--- src/rtl/controller_rx.sv ---
// UART-style receiver: oversampled start/data/parity/stop framing with majority-vote
// bit sampling and registered one-cycle valid/error pulses.
module controller_rx #(
    parameter int DATA_WIDTH = 8
) (
    input  logic                  clk,
    input  logic                  rst,
    input  logic                  RX_IN,
    input  logic [5:0]            Prescale,
    input  logic                  PAR_EN,
    input  logic                  PAR_TYP,
    output logic [DATA_WIDTH-1:0] P_DATA,
    output logic                  Data_Valid,
    output logic                  Par_Err,
    output logic                  Stp_Err,
    output logic [2:0]            fsm_state
);

    localparam int BCW = (DATA_WIDTH > 1) ? $clog2(DATA_WIDTH) : 1;
    localparam logic [BCW-1:0] LAST_BIT = BCW'(DATA_WIDTH - 1);

    typedef enum logic [2:0] {
        IDLE   = 3'd0,
        START  = 3'd1,
        DATA   = 3'd2,
        PARITY = 3'd3,
        STOP   = 3'd4
    } state_t;

    state_t                state, next_state;
    logic [5:0]            edge_cnt;
    logic [5:0]            prescale_q;
    logic [5:0]            half;
    logic [BCW-1:0]        bit_cnt;
    logic                  par_en_q, par_typ_q, par_flag;
    logic                  samp_a, samp_b, bit_val;
    logic [DATA_WIDTH-1:0] shift_data;
    logic                  bit_end;

    assign half      = {1'b0, prescale_q[5:1]};
    assign bit_end   = (edge_cnt == prescale_q - 6'd1);
    assign fsm_state = state;

    always_ff @(posedge clk or negedge rst) begin
        if (!rst) begin
            state <= IDLE;
        end else begin
            state <= next_state;
        end
    end

    always_comb begin
        next_state = state;
        case (state)
            IDLE:    if (!RX_IN) next_state = START;
            START:   if (bit_end) next_state = bit_val ? IDLE : DATA;
            DATA:    if (bit_end && (bit_cnt == LAST_BIT)) next_state = par_en_q ? PARITY : STOP;
            PARITY:  if (bit_end) next_state = STOP;
            STOP:    if (bit_end) next_state = IDLE;
            default: next_state = IDLE;
        endcase
    end

    // The IDLE cycle that sees the line low is edge 0 of the start bit, so counting resumes at 1.
    always_ff @(posedge clk or negedge rst) begin
        if (!rst) begin
            edge_cnt   <= '0;
            bit_cnt    <= '0;
            prescale_q <= '0;
            par_en_q   <= 1'b0;
            par_typ_q  <= 1'b0;
            par_flag   <= 1'b0;
            samp_a     <= 1'b0;
            samp_b     <= 1'b0;
            bit_val    <= 1'b0;
            shift_data <= '0;
            P_DATA     <= '0;
            Data_Valid <= 1'b0;
            Par_Err    <= 1'b0;
            Stp_Err    <= 1'b0;
        end else begin
            Data_Valid <= 1'b0;
            Par_Err    <= 1'b0;
            Stp_Err    <= 1'b0;
            if (state == IDLE) begin
                edge_cnt <= '0;
                bit_cnt  <= '0;
                if (!RX_IN) begin
                    edge_cnt   <= 6'd1;
                    prescale_q <= Prescale;
                    par_en_q   <= PAR_EN;
                    par_typ_q  <= PAR_TYP;
                    par_flag   <= 1'b0;
                end
            end else begin
                edge_cnt <= bit_end ? 6'd0 : edge_cnt + 6'd1;
                if (edge_cnt == half - 6'd1) samp_a <= RX_IN;
                if (edge_cnt == half) samp_b <= RX_IN;
                if (edge_cnt == half + 6'd1) begin
                    bit_val <= (samp_a & samp_b) | (samp_a & RX_IN) | (samp_b & RX_IN);
                end
                if (bit_end) begin
                    case (state)
                        DATA: begin
                            shift_data[bit_cnt] <= bit_val;
                            bit_cnt <= (bit_cnt == LAST_BIT) ? '0 : bit_cnt + BCW'(1);
                        end
                        PARITY: begin
                            if (bit_val != ((^shift_data) ^ par_typ_q)) par_flag <= 1'b1;
                        end
                        STOP: begin
                            Stp_Err    <= ~bit_val;
                            Par_Err    <= par_flag;
                            Data_Valid <= bit_val & ~par_flag;
                            if (bit_val && !par_flag) P_DATA <= shift_data;
                        end
                        default: ;
                    endcase
                end
            end
        end
    end

endmodule

--- config.mk ---
export PLATFORM = sky130hd
export DESIGN_NAME = controller_rx
export DESIGN_NICKNAME = d
export VERILOG_FILES = /design/src/rtl/controller_rx.sv
export SDC_FILE = /design/constraint.sdc
export NUM_CORES = 1
export LEC_CHECK = 0
export BUFFER_PORTS_ARGS = -buffer_cell sky130_fd_sc_hd__buf_2
export CORE_MARGIN = 2
export CORE_UTILIZATION = 25
export DETAILED_ROUTE_END_ITERATION = 10
export GPL_ROUTABILITY_DRIVEN = 0
export PLACE_DENSITY = 0.52
export SETUP_SLACK_MARGIN = 0.05
export SYNTH_ARGS = -nofsm -noshare
export SYNTH_HDL_FRONTEND = slang
export SYNTH_SLANG_ARGS = --single-unit
export TNS_END_PERCENT = 5
--- constraint.sdc ---
create_clock -name clk -period 2.33 [get_ports clk]
set_input_delay 0.233 -clock clk [delete_from_list [all_inputs] [get_ports clk]]
set_output_delay 0.233 -clock clk [all_outputs]
set_load 0.01 [all_outputs]
==> qor.yml <==
run_status:
  outcome: "completed"
synth:
  synth_top_cells_by_area: "dfrtp_1, mux2_2, xnor2_1, xor2_1, ha_1"
  yosys.area_share.simple_pct: 17.3
  synth_top_family_by_area: "simple AND/OR/NAND/NOR gates"
  netlist_instances: 241
  syn-num-nets: 259
  ys_types: 42
  synthAdderAreaFrac_pct: 3.88
  synth-compound-area-share_pct: 10.2
  yosysWarnings: 0
  synth-seq-cells: 43
  synth.mux.area_fraction_pct: 10.3
  seq_area_frac_synth_pct: 42.8
  synth.cell_area_um2: 2510
  avgSynthCellArea_um2: 10.4
  yosysTopAreaCell: "dfrtp_1"
  synth_top_area_share_pct: 42.8
  yosys.area_share.xor_xnor_pct: 11.3
clocking:
  root_buffer: "clkbuf_8"
  cts_tree: "done"
  cts_htree_levels: 2
  clock_sinks: 43
  clock_latency_ps: 310
  cts_buffers: 5
  cts_max_path_buffers: 2
  clk_pin_slew_worst_paths_ps: 100
  cts_setup_buffers: 0
sta:
  fin_crit_ps: 2240
  fmax_mhz: 447
  slew_viol_final: 0
  rsz0062_at_grt: "true"
  finalSetupViolations: 0
  slew_headroom_pct: 61.0
  tightest_slew_ps: 570
  skew_ps: 14.6
  tns_ps: 0
  fin_crit_sh_pct: 96.1
  finalHoldViolCount: 0
  holdWs_ps: 135
finish:
  syn2layout_area_growth_pct: 23.6
  fin_util_pct: 31.8
  fill_cells: 1035
  nNetsFinal: 296
  finalInstanceArea_um2: 3110
  num_antenna_cells: 0
  drive_gt1_share_pct: 34.1
global_routing:
  antenna_found_initial: 0
  grt_usage_pct: 10.6
  grt_max_degree: 19
  grt_pass1_wl_um: 9460
  first_global_vias: 1813
  gr-total-overflow: 0
setup_path:
  crit_path_top_delay_cell: "dfrtp_1"
  cp.required_ps: 2530
  crit_family: "compound AO/OA/AOI/OAI gates"
  r2r-end: "shift_data[4]"
  cp_num_buf_inv: 1
  rr_worst_depth: 7
  path_max_fanout: 6
  setup.worst_path.start_class: "register"
  r2r_start: "prescale_q[1]"
  worstSetupPathType: "register to register"
  end_kind: "register"
  cp_slowest_stage_delay_ps: 400
  cp_cell_sequence: "inv_2, ha_1, a21boi_4, a21oi_1, o2111ai_2, nor4_2, mux2_2"
  rrSetupSlack_ps: 90
  worstPathArrival_ps: 2440
drt:
  drtIter0Drc: 111
  first_pass_iters: 4
  vias: 1904
  drcViolationCount: 0
  vias_per_cell: 4.62
  ant_nets: 0
  wl_per_cell_um: 14.2
  totalWireLength_um: 5830
floorplanning:
  start_util_pct: 25.7
  fp.dieW_um: 104
  die_h_um: 104
  rows: 36
  core_area_um2: 9770
  pin_count: 25
  dieArea_um2: 10900
worst_hold_path:
  hold_path_end: "prescale_q[0]"
  worstHoldStart: "Prescale[0]"
  hold_depth: 3
  hold_class: "input pin to register"
place:
  io_buffers: 24
  place_area_um2: 2950
  place_hpwl_um: 4170
pwr:
  pwr_density_cell_nw_per_um2: 1210
  ir_drop_mv: 0.405
  p_leak_nw: 1.32
job:
  cap_violations: 0
==> where the power goes <==
group / internal, mW / switching, mW / leakage (nW)
combinational: 0.897 / 1.23 / 0.710
sequential: 0.918 / 0.182 / 0.561
clock: 0.223 / 0.298 / 0.0495
total: 2.04 / 1.71 / 1.32
==> metal layers <==
metal  global-route usage [%]  part of all wire (%)  up-vias
li1                         -                     -      946
met1                     15.6                    51      922
met2                     16.0                    45       30
met3                     1.50                   1.9        6
met4                     3.47                   1.3        0
met5                        0                     0        -
==> layout make-up <==
class | count | area, um^2 | area share (%)
Clock buffer | 5 | 68.8 | 2.21
Tap cell | 133 | 166 | 5.35
Clock inverter | 3 | 26.3 | 0.845
Timing Repair Buffer | 45 | 280 | 9.01
Inverter | 8 | 30.0 | 0.966
Sequential cell | 43 | 1080 | 34.6
Multi-Input combinational cell | 175 | 1460 | 47.0
==> per-stage QoR <==
step,setup slack (ps),power (mW),instances
after floorplan,82.1,2.59,241
after global routing,-7.74,4.03,412
after global placement,62.2,3.05,402
after CTS,52.0,3.62,411
final,90.5,3.75,412
after detailed placement,40.1,3.07,402
==> logic make-up (layout without fill, tap and decap cells) <==
group                      count (synthesis)  in the layout
muxes                                     23             23
buffers and inverters                     24             61
xor gates and xnor gates                  31             31
adders and majority gates                  8              8
DFF                                       43             43
AOI/OAI and AO/OA                         34             35
and+or+nand+nor                           78             78
==> sequential cells by signal, summed over array words and instances (netlist names), 3 cells and up <==
register / count
bit_cnt: 3
P_DATA: 8
prescale_q: 6
fsm_state: 3
edge_cnt: 6
shift_data: 8
==> worst reg2reg max path, delay by kind of cell (launching register included) <==
family / cells / cell delay [ps]
adder cells (fa/ha/maj): 1 / 210
buffers and inverters: 1 / 100
multiplexers: 1 / 360
AO/OA/AOI/OAI: 3 / 720
flip-flops: 1 / 400
AND/OR/NAND/NOR: 1 / 350
==> worst max path at each step <==
| stage | startpoint | end | slack, ps | depth (start not counted) |
|---|---|---|---|---|
| 6_report | prescale_q[1] | shift_data[4] | 90 | 7 |
| 5_1_grt | prescale_q[1] | bit_cnt[0] | -8 | 7 |
| 4_1_cts | prescale_q[1] | bit_cnt[0] | 50 | 7 |
| 3_5_place_dp | prescale_q[1] | bit_cnt[0] | 40 | 7 |
| 3_3_place_gp | prescale_q[1] | shift_data[7] | 60 | 7 |
| 2_1_floorplan | prescale_q[2] | shift_data[4] | 80 | 9 |
==> synthesized netlist by cell type <==
cell type and n:
nand2_1 11, nor4_4 1, nor2b_1 2, xor2_1 15, nand4_1 2, buf_2 6, a21oi_1 3, xnor2_1 15
o32ai_1 1, o21bai_1 2, o31ai_1 3, nor4_1 11, or2_2 1, xnor3_1 1, a32o_1 2, a21boi_2 1
nand4b_1 3, o2111ai_1 2, o221ai_1 1, and3_1 2, nand2b_1 5, a211oi_1 1, a31oi_2 1, nand3_1 9
maj3_1 1, dfrtp_1 43, nor3b_1 4, o21ai_0 8, ha_1 7, nor2_1 13, o211ai_1 5, o311ai_0 1
nor3_1 10, a2111oi_0 1, buf_4 2, o2111ai_2 1, o31a_1 1, mux2_2 23, nand3b_1 2, clkbuf_1 8
inv_1 8, or3_1 2
==> repair_timing <==
item,4_1_cts,5_1_grt
hold endpoints to repair,8,0
hold buffers,1,0
gates cloned,0,1
pin swaps,0,1
setup endpoints to repair,1,25
resized for setup,1,6
==> placed cells by master, fill, tap and decap left out, types with 3 or more instances in the layout <==
cell type / count
xor2_1: 14
nand2b_1: 5
buf_2: 24
nand2_1: 11
o21ai_0: 8
nand4b_1: 3
nor4_2: 8
xnor2_1: 14
nand3_1: 9
nor3_1: 10
clkbuf_8: 5
ha_1: 6
dfrtp_1: 43
inv_1: 6
nor2_1: 13
a21oi_1: 3
buf_4: 20
inv_6: 3
mux2_2: 23
o211ai_1: 5
nor4_1: 3
o31ai_1: 3
nor3b_1: 4
(Power assumes the default switching activity.)
